File: src/rtl/pulse_avg_framer_pkg.sv
// Shared CVITA definitions for the pulse averaging output framer:
// packet type codes, header bit positions, header byte sizes and FSM states.
package pulse_avg_framer_pkg;

  typedef enum logic [1:0] {
    PKT_DATA = 2'b00,
    PKT_FC   = 2'b01,
    PKT_CMD  = 2'b10,
    PKT_RESP = 2'b11
  } cvita_pkt_type_e;

  typedef enum logic [1:0] {
    S_RESET_HOLD  = 2'd0,
    S_PULSE_START = 2'd1,
    S_IN_PKT      = 2'd2
  } framer_state_e;

  // Header bit positions within the 128-bit CVITA header word
  localparam int HDR_TYPE_MSB  = 127;
  localparam int HDR_TYPE_LSB  = 126;
  localparam int HDR_HAS_TIME  = 125;
  localparam int HDR_EOB       = 124;
  localparam int HDR_SEQ_MSB   = 123;
  localparam int HDR_SEQ_LSB   = 112;
  localparam int HDR_LEN_MSB   = 111;
  localparam int HDR_LEN_LSB   = 96;
  localparam int HDR_SRC_MSB   = 95;
  localparam int HDR_SRC_LSB   = 80;
  localparam int HDR_DST_MSB   = 79;
  localparam int HDR_DST_LSB   = 64;
  localparam int HDR_TIME_MSB  = 63;
  localparam int HDR_TIME_LSB  = 0;

  // Header size in bytes without / with the 64-bit VITA time
  localparam logic [15:0] HDR_BYTES_NO_TIME = 16'd8;
  localparam logic [15:0] HDR_BYTES_TIME    = 16'd16;

  typedef struct packed {
    cvita_pkt_type_e pkt_type;
    logic            has_time;
    logic            eob;
    logic [11:0]     seqnum;
    logic [15:0]     length;
    logic [15:0]     src_sid;
    logic [15:0]     dst_sid;
    logic [63:0]     vita_time;
  } cvita_hdr_t;

  // Packet length in bytes: header plus 4 bytes per sample, 16-bit wrap
  function automatic logic [15:0] cvita_length(input logic has_time, input logic [15:0] n_samples);
    logic [15:0] hdr_bytes;
    hdr_bytes = has_time ? HDR_BYTES_TIME : HDR_BYTES_NO_TIME;
    return hdr_bytes + {n_samples[13:0], 2'b00};
  endfunction

endpackage

File: src/rtl/pulse_avg_framer_cvita_hdr_encoder.sv
// Combinational packer: places the CVITA header fields at their bit positions.
module cvita_hdr_encoder
  import pulse_avg_framer_pkg::*;
(
  input  cvita_hdr_t   hdr_i,
  output logic [127:0] hdr_o
);

  // Pack each field into its slot of the header word
  always_comb begin
    hdr_o                             = 128'd0;
    hdr_o[HDR_TYPE_MSB:HDR_TYPE_LSB]  = hdr_i.pkt_type;
    hdr_o[HDR_HAS_TIME]               = hdr_i.has_time;
    hdr_o[HDR_EOB]                    = hdr_i.eob;
    hdr_o[HDR_SEQ_MSB:HDR_SEQ_LSB]    = hdr_i.seqnum;
    hdr_o[HDR_LEN_MSB:HDR_LEN_LSB]    = hdr_i.length;
    hdr_o[HDR_SRC_MSB:HDR_SRC_LSB]    = hdr_i.src_sid;
    hdr_o[HDR_DST_MSB:HDR_DST_LSB]    = hdr_i.dst_sid;
    hdr_o[HDR_TIME_MSB:HDR_TIME_LSB]  = hdr_i.vita_time;
  end

endmodule

File: src/rtl/pulse_avg_framer.sv
// Output framer: cuts each averaged pulse into CVITA packets of at most spp
// samples and drives the matching header on o_tuser. Data and handshake are a
// zero-latency pass-through; the header for a packet's first beat is built
// combinationally from the live config inputs so there is no bubble.
module pulse_avg_framer
  import pulse_avg_framer_pkg::*;
#(
  parameter int WIDTH   = 32,
  parameter int MAX_SPP = 2048
) (
  input  logic             clk,
  input  logic             reset,
  input  logic             clear,
  input  logic [31:0]      pulse_size,
  input  logic [15:0]      spp,
  input  logic [31:0]      sid,
  input  logic             has_time,
  input  logic [63:0]      pulse_time,
  input  logic [WIDTH-1:0] i_tdata,
  input  logic             i_tlast,
  input  logic             i_tvalid,
  output logic             i_tready,
  output logic [WIDTH-1:0] o_tdata,
  output logic [127:0]     o_tuser,
  output logic             o_tlast,
  output logic             o_tvalid,
  input  logic             o_tready,
  output logic [31:0]      pkt_count,
  output logic             err_len
);

  localparam logic [15:0] MAX_SPP_C = 16'(MAX_SPP);

  framer_state_e state_q, state_d;
  logic [31:0] remaining_q, remaining_d;
  logic [15:0] cur_len_q, cur_len_d;
  logic [15:0] beat_q, beat_d;
  logic [15:0] spp_q, spp_d;
  logic        has_time_q, has_time_d;
  logic [63:0] time_q, time_d;
  logic [31:0] sid_q, sid_d;
  logic [11:0] seqnum_q, seqnum_d;
  logic [31:0] pkt_count_q, pkt_count_d;
  logic        err_len_q, err_len_d;

  logic        active_s, hs_s, last_beat_s, counted_end_s, eob_s;
  logic [31:0] ps_size_s, remaining_s, rem_after_s;
  logic [15:0] ps_spp_s, ps_len_s, spp_s, cur_len_s, beat_s, next_len_s;
  logic        has_time_s;
  logic [63:0] time_s;
  logic [31:0] sid_s;
  cvita_hdr_t  hdr_s;
  logic [127:0] hdr_bits_s;

  // Pulse-start candidates: zero-fixup and clamp of the live config inputs
  always_comb begin
    ps_size_s = (pulse_size == 32'd0) ? 32'd1 : pulse_size;
    if (spp == 16'd0) begin
      ps_spp_s = 16'd1;
    end else if (spp > MAX_SPP_C) begin
      ps_spp_s = MAX_SPP_C;
    end else begin
      ps_spp_s = spp;
    end
    ps_len_s = ({16'd0, ps_spp_s} < ps_size_s) ? ps_spp_s : ps_size_s[15:0];
  end

  // Effective packet context: live inputs on a pulse's first beat, latched otherwise
  always_comb begin
    if (state_q == S_PULSE_START) begin
      remaining_s = ps_size_s;
      cur_len_s   = ps_len_s;
      spp_s       = ps_spp_s;
      beat_s      = 16'd0;
      has_time_s  = has_time;
      time_s      = pulse_time;
      sid_s       = sid;
    end else begin
      remaining_s = remaining_q;
      cur_len_s   = cur_len_q;
      spp_s       = spp_q;
      beat_s      = beat_q;
      has_time_s  = has_time_q;
      time_s      = time_q;
      sid_s       = sid_q;
    end
  end

  // Handshake, packet-end and next-packet length decode
  always_comb begin
    active_s      = (state_q != S_RESET_HOLD);
    hs_s          = i_tvalid & o_tready & active_s;
    eob_s         = ({16'd0, cur_len_s} == remaining_s);
    last_beat_s   = (beat_s == (cur_len_s - 16'd1)) | i_tlast;
    counted_end_s = (beat_s == (cur_len_s - 16'd1)) & eob_s;
    rem_after_s   = remaining_s - {16'd0, cur_len_s};
    next_len_s    = ({16'd0, spp_s} < rem_after_s) ? spp_s : rem_after_s[15:0];
  end

  // Header fields for the packet currently on the bus
  always_comb begin
    hdr_s.pkt_type  = PKT_DATA;
    hdr_s.has_time  = has_time_s;
    hdr_s.eob       = eob_s;
    hdr_s.seqnum    = seqnum_q;
    hdr_s.length    = cvita_length(has_time_s, cur_len_s);
    hdr_s.src_sid   = sid_s[31:16];
    hdr_s.dst_sid   = sid_s[15:0];
    hdr_s.vita_time = has_time_s ? time_s : 64'd0;
  end

  cvita_hdr_encoder u_hdr_enc (
    .hdr_i (hdr_s),
    .hdr_o (hdr_bits_s)
  );

  assign o_tdata   = i_tdata;
  assign o_tvalid  = i_tvalid & active_s;
  assign i_tready  = o_tready & active_s;
  assign o_tlast   = last_beat_s & active_s;
  assign o_tuser   = active_s ? hdr_bits_s : 128'd0;
  assign pkt_count = pkt_count_q;
  assign err_len   = err_len_q;

  // Next-state logic: beat counting, packet/pulse boundaries, counters
  always_comb begin
    state_d     = state_q;
    remaining_d = remaining_q;
    cur_len_d   = cur_len_q;
    beat_d      = beat_q;
    spp_d       = spp_q;
    has_time_d  = has_time_q;
    time_d      = time_q;
    sid_d       = sid_q;
    seqnum_d    = seqnum_q;
    pkt_count_d = pkt_count_q;
    err_len_d   = err_len_q;
    case (state_q)
      S_RESET_HOLD: begin
        state_d = S_PULSE_START;
      end
      S_PULSE_START, S_IN_PKT: begin
        if (hs_s) begin
          spp_d      = spp_s;
          has_time_d = has_time_s;
          if (last_beat_s) begin
            seqnum_d    = seqnum_q + 12'd1;
            pkt_count_d = pkt_count_q + 32'd1;
            time_d      = time_s + {48'd0, cur_len_s};
            remaining_d = rem_after_s;
            cur_len_d   = next_len_s;
            beat_d      = 16'd0;
            sid_d       = sid;
            // i_tlast must coincide exactly with the counted end of the pulse
            if (i_tlast != counted_end_s) begin
              err_len_d = 1'b1;
            end else begin
              err_len_d = err_len_q;
            end
            if ((rem_after_s == 32'd0) || i_tlast) begin
              state_d = S_PULSE_START;
            end else begin
              state_d = S_IN_PKT;
            end
          end else begin
            beat_d      = beat_s + 16'd1;
            remaining_d = remaining_s;
            cur_len_d   = cur_len_s;
            time_d      = time_s;
            sid_d       = sid_s;
            state_d     = S_IN_PKT;
          end
        end else begin
          state_d = state_q;
        end
      end
      default: begin
        state_d = S_RESET_HOLD;
      end
    endcase
  end

  // State and context registers; reset and clear both return to RESET_HOLD
  always_ff @(posedge clk) begin
    if (reset || clear) begin
      state_q     <= S_RESET_HOLD;
      remaining_q <= 32'd0;
      cur_len_q   <= 16'd0;
      beat_q      <= 16'd0;
      spp_q       <= 16'd0;
      has_time_q  <= 1'b0;
      time_q      <= 64'd0;
      sid_q       <= 32'd0;
      seqnum_q    <= 12'd0;
      pkt_count_q <= 32'd0;
      err_len_q   <= 1'b0;
    end else begin
      state_q     <= state_d;
      remaining_q <= remaining_d;
      cur_len_q   <= cur_len_d;
      beat_q      <= beat_d;
      spp_q       <= spp_d;
      has_time_q  <= has_time_d;
      time_q      <= time_d;
      sid_q       <= sid_d;
      seqnum_q    <= seqnum_d;
      pkt_count_q <= pkt_count_d;
      err_len_q   <= err_len_d;
    end
  end

endmodule

File: config.mk
export PLATFORM = sky130hd
export DESIGN_NAME = pulse_avg_framer
export DESIGN_NICKNAME = d
export VERILOG_FILES = /design/src/rtl/pulse_avg_framer_pkg.sv /design/src/rtl/pulse_avg_framer_cvita_hdr_encoder.sv /design/src/rtl/pulse_avg_framer.sv
export SDC_FILE = /design/constraint.sdc
export NUM_CORES = 1
export LEC_CHECK = 0
export BUFFER_PORTS_ARGS = -buffer_cell sky130_fd_sc_hd__clkbuf_2
export CAP_MARGIN = 20
export CELL_PAD_IN_SITES_DETAIL_PLACEMENT = 0
export CELL_PAD_IN_SITES_GLOBAL_PLACEMENT = 2
export CORE_MARGIN = 1
export CORE_UTILIZATION = 29
export CTS_CLUSTER_DIAMETER = 200
export CTS_CLUSTER_SIZE = 10
export DETAILED_ROUTE_END_ITERATION = 12
export PLACE_DENSITY = 0.79
export REMOVE_ABC_BUFFERS = 1
export SYNTH_ARGS = -nofsm -noshare
export SYNTH_HDL_FRONTEND = slang
export SYNTH_SLANG_ARGS = --single-unit
File: constraint.sdc
create_clock -name clk -period 8.6 [get_ports clk]
set_input_delay 1.72 -clock clk [delete_from_list [all_inputs] [get_ports clk]]
set_output_delay 1.72 -clock clk [all_outputs]
set_load 0.1 [all_outputs]
=== Word level (Yosys, flattened, before mapping) ===
Cells that the tools add are included.

* Input bits: 183
* Register bits after elaboration: 224

* Order comparisons: 3
* Add/subtract/negate cells: 7
* Reduce and logical (&&, ||, !) cells: 11
* Mux-type cells: 24
* Bitwise logic cells: 7
* Eq/ne operators: 6

{| class="wikitable"
|+ Operators by type and width
! kind !! number
|-
| 2-to-1 mux 64 bit || 3
|-
| 2-to-1 mux 32 bit || 5
|-
| 2-to-1 mux 16 bit || 9
|-
| 2-to-1 mux 126 bit || 1
|-
| adder 64 x 16 -> 64 bit || 1
|-
| logical NOT 32 bit || 2
|-
| less-than comparator 16 x 32 -> 1 bit || 2
|-
| adder 32 x 1 -> 32 bit (second input constant) || 1
|-
| == test 16 x 32 -> 1 bit || 1
|-
| subtractor 32 x 16 -> 32 bit || 1
|-
| adder 16 x 1 -> 16 bit (second input constant) || 1
|-
| adder 5 x 16 -> 16 bit || 1
|-
| == test 16 bit || 1
|-
| greater-than comparator 16 x 12 -> 1 bit (second input constant) || 1
|-
| logical NOT 16 bit || 1
|-
| subtractor 16 x 1 -> 16 bit (second input constant) || 1
|-
| adder 12 x 1 -> 12 bit (second input constant) || 1
|-
| bitwise AND 1 bit || 6
|-
| 2-to-1 mux 2 bit || 3
|-
| 2-to-1 mux 5 bit || 1
|-
| case mux 2 bit (2 select lines) || 1
|-
| AND reduction 4 bit || 1
|-
| AND reduction 3 bit || 1
|-
| == test 2 x 1 -> 1 bit (second input constant) || 1
|-
| 10 further kinds || 11
|}

=== Logic depth before layout (Yosys ltp) ===
* Word-level depth: 13
* Gate-level depth with buffers: 37

=== By module ===
A second synthesis with hierarchy kept.

* Cells, all modules: 2879
* Area total of the unflattened synthesis: 20876.3 sq um

{| class="wikitable"
|+ By module, submodules not included
! module !! cells an instance !! instances !! area an instance (sq um) !! sequential area each (sq um)
|-
| pulse_avg_framer || 2751 || 1 || 19915.4 || 4484.3
|-
| cvita_hdr_encoder || 128 || 1 || 960.9 || 0.0
|}

=== Worst setup path before layout ===
Ideal clock, no wire load.

* Path kind: input-to-output
* From: input spp[15]
* To: output o_tuser[124]
* Stages on the path: 18
* Slack: -1220 ps
* Data arrival time: 8100 ps
* Path buffers: 2
* Cells stage by stage: or4_4 nor2_2 buf_2 nand2_1 inv_1 ha_1 nand4_1 nor3_1 and4_4 o311a_1 buf_6 o21ai_2 a2bb2oi_1 ha_1 nand2_1 nor3_1 nand3_1 nor4_1

* Cells in the longest elaborated chain, start to end: 8
* Elaborated cells between the ends (all ways): 9
* Those cells by class: order compare: 2; eq/ne: 1; mux: 5; reduce/logical: 1

{| class="wikitable"
|+ RTL lines
! element !! line !! text
|-
| start: declaration || pulse_avg_framer.sv:15 || <nowiki>input logic [15:0] spp,</nowiki>
|-
| greater-than comparator 16 x 12 -> 1 bit || pulse_avg_framer.sv:60 || <nowiki>end else if (spp > MAX_SPP_C) begin</nowiki>
|-
| 2-to-1 mux 16 bit || pulse_avg_framer.sv:60 ||
|-
| 2-to-1 mux 16 bit (*) || pulse_avg_framer.sv:58 || <nowiki>if (spp == 16'd0) begin</nowiki>
|-
| less-than comparator 16 x 32 -> 1 bit || pulse_avg_framer.sv:65 || <nowiki>ps_len_s = ({16'd0, ps_spp_s} < ps_size_s) ? ps_spp_s : ps_size_s[15:0];</nowiki>
|-
| 2-to-1 mux 16 bit (*) || pulse_avg_framer.sv:65 ||
|-
| 2-to-1 mux 16 bit (*) || pulse_avg_framer.sv:70 || <nowiki>if (state_q == S_PULSE_START) begin</nowiki>
|-
| == test 16 x 32 -> 1 bit (*) || pulse_avg_framer.sv:93 || <nowiki>eob_s = ({16'd0, cur_len_s} == remaining_s);</nowiki>
|-
| 2-to-1 mux 126 bit (*) || pulse_avg_framer.sv:121 || <nowiki>assign o_tuser = active_s ? hdr_bits_s : 128'd0;</nowiki>
|-
| end: declaration || pulse_avg_framer.sv:24 || <nowiki>output logic [127:0] o_tuser,</nowiki>
|}

Mark *: on every way between the ends. The rest lies on a longest branch, timed or not.

=== Final worst setup path ===
* From: input spp[15]
* To: output o_tlast

* Cells in the longest elaborated chain, start to end: 10
* Elaborated cells between the ends (all ways): 11
* Those cells by class: add/sub: 1; order compare: 2; eq/ne: 1; mux: 4; bitwise: 2; reduce/logical: 1

{| class="wikitable"
|+ RTL lines
! element !! line !! text
|-
| greater-than comparator 16 x 12 -> 1 bit || pulse_avg_framer.sv:60 ||
|-
| 2-to-1 mux 16 bit || pulse_avg_framer.sv:60 ||
|-
| 2-to-1 mux 16 bit (*) || pulse_avg_framer.sv:58 ||
|-
| less-than comparator 16 x 32 -> 1 bit || pulse_avg_framer.sv:65 ||
|-
| 2-to-1 mux 16 bit (*) || pulse_avg_framer.sv:65 ||
|-
| 2-to-1 mux 16 bit (*) || pulse_avg_framer.sv:70 ||
|-
| subtractor 16 x 1 -> 16 bit (*) || pulse_avg_framer.sv:94 || <nowiki>last_beat_s = (beat_s == (cur_len_s - 16'd1)) | i_tlast;</nowiki>
|-
| == test 16 bit (*) || pulse_avg_framer.sv:94 ||
|-
| bitwise OR 1 bit (*) || pulse_avg_framer.sv:94 ||
|-
| bitwise AND 1 bit (*) || pulse_avg_framer.sv:120 || <nowiki>assign o_tlast = last_beat_s & active_s;</nowiki>
|-
| end: declaration || pulse_avg_framer.sv:25 || <nowiki>output logic o_tlast,</nowiki>
|}

Marks and branches as above.

==> flow_metrics.env <==
export IMPL_status="finished, final reports clean"
export IMPL_area_growth_pct=19.0
export IMPL_postSynthRegisterBits=224
export IMPL_drc=0
export IMPL_layout_drive_gt1_share_pct=19.7
export IMPL_cp_data_arrival_time_ps=6690
export IMPL_grt_max_degree=83
export IMPL_cts_tree="done"
export IMPL_critPathMaxFanout=7
export IMPL_count_of_flip_flops_with_a_built_in_enable_after_synthesis=0
export IMPL_most_common_cell_after_layout_fill_and_taps_aside="sky130_fd_sc_hd__nand2_1"
export IMPL_ios=379
export IMPL_first_global_vias=19800
export IMPL_gr_total_overflow=0
export IMPL_synth_area_sq_um=18900
export IMPL_fp_dieArea_sq_um=66100
export IMPL_gp_congestion=0.967
export IMPL_seqPwrFrac_pct=38.3
export IMPL_wire_length_of_the_first_global_routing_pass_mm=124
export IMPL_yosysUniqueCellTypes=112
export IMPL_postSynthAreaPerCell_sq_um=7.22
export IMPL_max_cap_viol_count=0
export IMPL_synth_compound_gate_area_share_pct=23.5
export IMPL_grt_antenna_before_repair=3
export IMPL_clock_insertion_delay_at_the_later_pin_of_the_skew_report_ps=580
export IMPL_yosys_area_share_adder_pct=3.80
export IMPL_detailed_place_hpwl_mm=61.8
export IMPL_synth_seq_area_share_pct=23.8
export IMPL_clock_power_share_pct=37.7
export IMPL_setup_viol=0
export IMPL_detail_route_wirelength_mm=83.4
export IMPL_floorplan_initialDensity_pct=29.3
export IMPL_synth_async_reset_ratio_pct=0
export IMPL_final_max_slew_violation_count=0
export IMPL_port_buffers=310
export IMPL_timing_critical_path_to_type="output pin"
export IMPL_synthFlopType="sky130_fd_sc_hd__dfxtp_1"
export IMPL_fill_cell_count=6884
export IMPL_final_min_period_ps=8410
export IMPL_timing_slew_headroom_pct=34.6
export IMPL_yosys_mux_area_fraction_pct=8.36
export IMPL_placement_rows=93
export IMPL_most_common_layout_cells="sky130_fd_sc_hd__nand2_1, sky130_fd_sc_hd__nor2_1, sky130_fd_sc_hd__clkbuf_2"
export IMPL_number_of_cts_inserted_buffers=26
export IMPL_final_hold_viol_count=0
export IMPL_power_per_cell_area_nw_per_um2=121
export IMPL_hold_buffers=0
export IMPL_simple_gate_portion_of_the_synthesized_area_pct=28.4
export IMPL_placed_cells_incl_taps=3701
export IMPL_cts_sinks=224
export IMPL_groute_usage_overall_pct=24.1
export IMPL_clock_fmax_ghz=0.119
export IMPL_core_area_sq_um=64300
export IMPL_routedWlPerCell_microns=22.3
export IMPL_final_antenna_net_count=0
export IMPL_vias=20800
export IMPL_max_clock_path_buffers=3
export IMPL_hp_class="flip-flop to flip-flop"
export IMPL_max_slew_worst_pin_slew_ps=981
export IMPL_detail_route_iter0_violations=1644
export IMPL_h_tree_depth=1
export IMPL_netSwitchingFraction_pct=33.8
export IMPL_die_height_microns=257
export IMPL_setup_worst_path_class="input pin to output pin"
export IMPL_layout_worst_path_cycle_share_pct=97.8
export IMPL_place_ws_ps=68.8
export IMPL_grt_setup_unrepaired="true"
export IMPL_power_leakage_nw=8.34
export IMPL_finish_cell_count_without_fillers=3731
export IMPL_power_switching_mw=0.918
export IMPL_combinational_share_of_power_pct=23.9
export IMPL_yosysWarningCount=0
export IMPL_post_drt_via_cell_ratio=5.57
export IMPL_xor_xnor_share_of_the_synthesized_area_pct=5.75
export IMPL_intPower_mw=1.80
export IMPL_worst_ep_required_time_ps=6880
export IMPL_setup_ws_ps=187
export IMPL_start_kind="input pin"
export IMPL_timing_clock_skew_ps=24.7
export IMPL_syn_inst=2616
export IMPL_die_width_microns=257
export IMPL_vdd_ir_drop_max_mv=0.125
export IMPL_first_pass_iters=6
export IMPL_synth_top_family_by_area="simple AND/OR/NAND/NOR gates"
export IMPL_ctsRootBufferMaster="sky130_fd_sc_hd__clkbuf_16"
export IMPL_nets=3104
export IMPL_clk_pin_slew_worst_paths_ps=60
## power groups by stage
stage	clock (mW)	sequential, mW	combinational [mW]
floorplan	0	1.06	0.413
global placement	0	1.06	0.636
detailed placement	0	1.06	0.638
CTS	1.05	1.04	0.641
global route	1.09	1.04	0.698
finish	1.02	1.04	0.650
## cell families after synthesis
logic type	after synthesis
adder cells (fa/ha/maj)	59
other	1
multiplexers	154
AND/OR/NAND/NOR	1106
XOR/XNOR	124
buffers and inverters	266
AO/OA/AOI/OAI	682
flip-flops	224
## what timing repair did
item | 4_1_cts | 5_1_grt
resized for setup | 0 | 10
hold endpoints to repair | 0 | 0
setup buffers | 0 | 1
setup endpoints to repair | 0 | 5
## worst paths after layout
| kind | start | end | slack (ps) | cells past startpoint |
|---|---|---|---|---|
| max | spp[15] | o_tlast | 190 | 23 |
| min | beat_q[1] | beat_q[1] | 450 | 2 |
| max reg2reg | state_q[0] | time_q[50] | 2080 | 16 |
| min reg2reg | beat_q[1] | beat_q[1] | 450 | 2 |
## final cells by class
type                            instances  area [sq um]  area share (%)
Inverter                               68           260            1.16
Tap cell                              855          1070            4.76
Multi-Input combinational cell       2133         13300            59.3
Antenna cell                            1          2.50          0.0111
Clock buffer                           26           651            2.90
Clock inverter                          2          25.0           0.111
Sequential cell                       224          4480            20.0
Timing Repair Buffer                  422          2650            11.8
## critical path, stage by stage
cell and delay, ps:
sky130_fd_sc_hd__clkbuf_2 100, sky130_fd_sc_hd__or4_4 590, sky130_fd_sc_hd__nor2_2 190, sky130_fd_sc_hd__inv_2 100
sky130_fd_sc_hd__ha_1 300, sky130_fd_sc_hd__nand4_1 160, sky130_fd_sc_hd__nor3_1 220, sky130_fd_sc_hd__buf_4 160
sky130_fd_sc_hd__and4_4 250, sky130_fd_sc_hd__nor3_1 60, sky130_fd_sc_hd__o21a_1 170, sky130_fd_sc_hd__a221o_1 420
sky130_fd_sc_hd__inv_2 150, sky130_fd_sc_hd__ha_1 180, sky130_fd_sc_hd__inv_1 80, sky130_fd_sc_hd__a2111o_1 430
sky130_fd_sc_hd__xor2_1 210, sky130_fd_sc_hd__nor4_1 170, sky130_fd_sc_hd__o21ai_0 140, sky130_fd_sc_hd__a211oi_2 310
sky130_fd_sc_hd__a31oi_4 220, sky130_fd_sc_hd__nor2_2 180, sky130_fd_sc_hd__buf_12 190
## cell usage after synthesis, types with 10 or more instances
library cell	instances	area (sq um)
sky130_fd_sc_hd__mux2_2	26	293
sky130_fd_sc_hd__inv_1	62	233
sky130_fd_sc_hd__clkbuf_1	120	450
sky130_fd_sc_hd__nor4_1	21	131
sky130_fd_sc_hd__a31oi_1	50	313
sky130_fd_sc_hd__o31ai_1	10	75.1
sky130_fd_sc_hd__nand4_1	36	225
sky130_fd_sc_hd__nand2_1	319	1200
sky130_fd_sc_hd__o211ai_1	24	180
sky130_fd_sc_hd__nor2_1	310	1160
sky130_fd_sc_hd__and3_1	39	244
sky130_fd_sc_hd__buf_4	43	323
sky130_fd_sc_hd__buf_1	15	56.3
sky130_fd_sc_hd__mux2i_1	125	1250
sky130_fd_sc_hd__nand2b_1	28	175
sky130_fd_sc_hd__a211oi_1	27	203
sky130_fd_sc_hd__nor2b_1	51	319
sky130_fd_sc_hd__o21ai_0	155	776
sky130_fd_sc_hd__xnor2_1	81	709
sky130_fd_sc_hd__and2_1	15	93.8
sky130_fd_sc_hd__a21o_1	16	120
sky130_fd_sc_hd__ha_1	45	563
sky130_fd_sc_hd__a22oi_1	21	158
sky130_fd_sc_hd__xor2_1	43	377
sky130_fd_sc_hd__or3_1	32	200
sky130_fd_sc_hd__maj3_1	10	100
sky130_fd_sc_hd__a21oi_1	209	1050
sky130_fd_sc_hd__nor3_1	49	245
sky130_fd_sc_hd__o22ai_1	20	125
sky130_fd_sc_hd__dfxtp_1	224	4480
sky130_fd_sc_hd__buf_2	16	80.1
sky130_fd_sc_hd__nand3_1	126	631
## registers in the layout (all words and copies together), names as in the netlist
name,flops
time_q,64
pkt_count,32
remaining_q,32
sid_q,32
beat_q,16
cur_len_q,16
spp_q,16
seqnum_q,12
state_q,2
err_len,1
has_time_q,1
## layer usage
metal	share of wire (%)	vias to the layer above	global-route usage (%)
li1	-	9902	-
met1	44	10000	32.1
met2	46	720	39.1
met3	6.4	123	3.90
met4	3.4	2	8.66
met5	0.016	-	0
## metrics by stage
stage | area (sq um) | setup TNS (ps) | power, mW | utilization [%] | hold WS, ps
2_1_floorplan | 18000 | -2492100 | 1.47 | - | 424
4_1_cts | 22400 | 0 | 2.73 | 34.8 | 447
6_report | 22500 | 0 | 2.71 | 34.9 | 448
5_1_grt | 22500 | -69.8 | 2.83 | 34.9 | 462
3_3_place_gp | 21700 | 0 | 1.70 | 33.8 | 435
3_5_place_dp | 21700 | 0 | 1.70 | 33.8 | 439
Note: power is estimated with default switching activity, not from simulation.
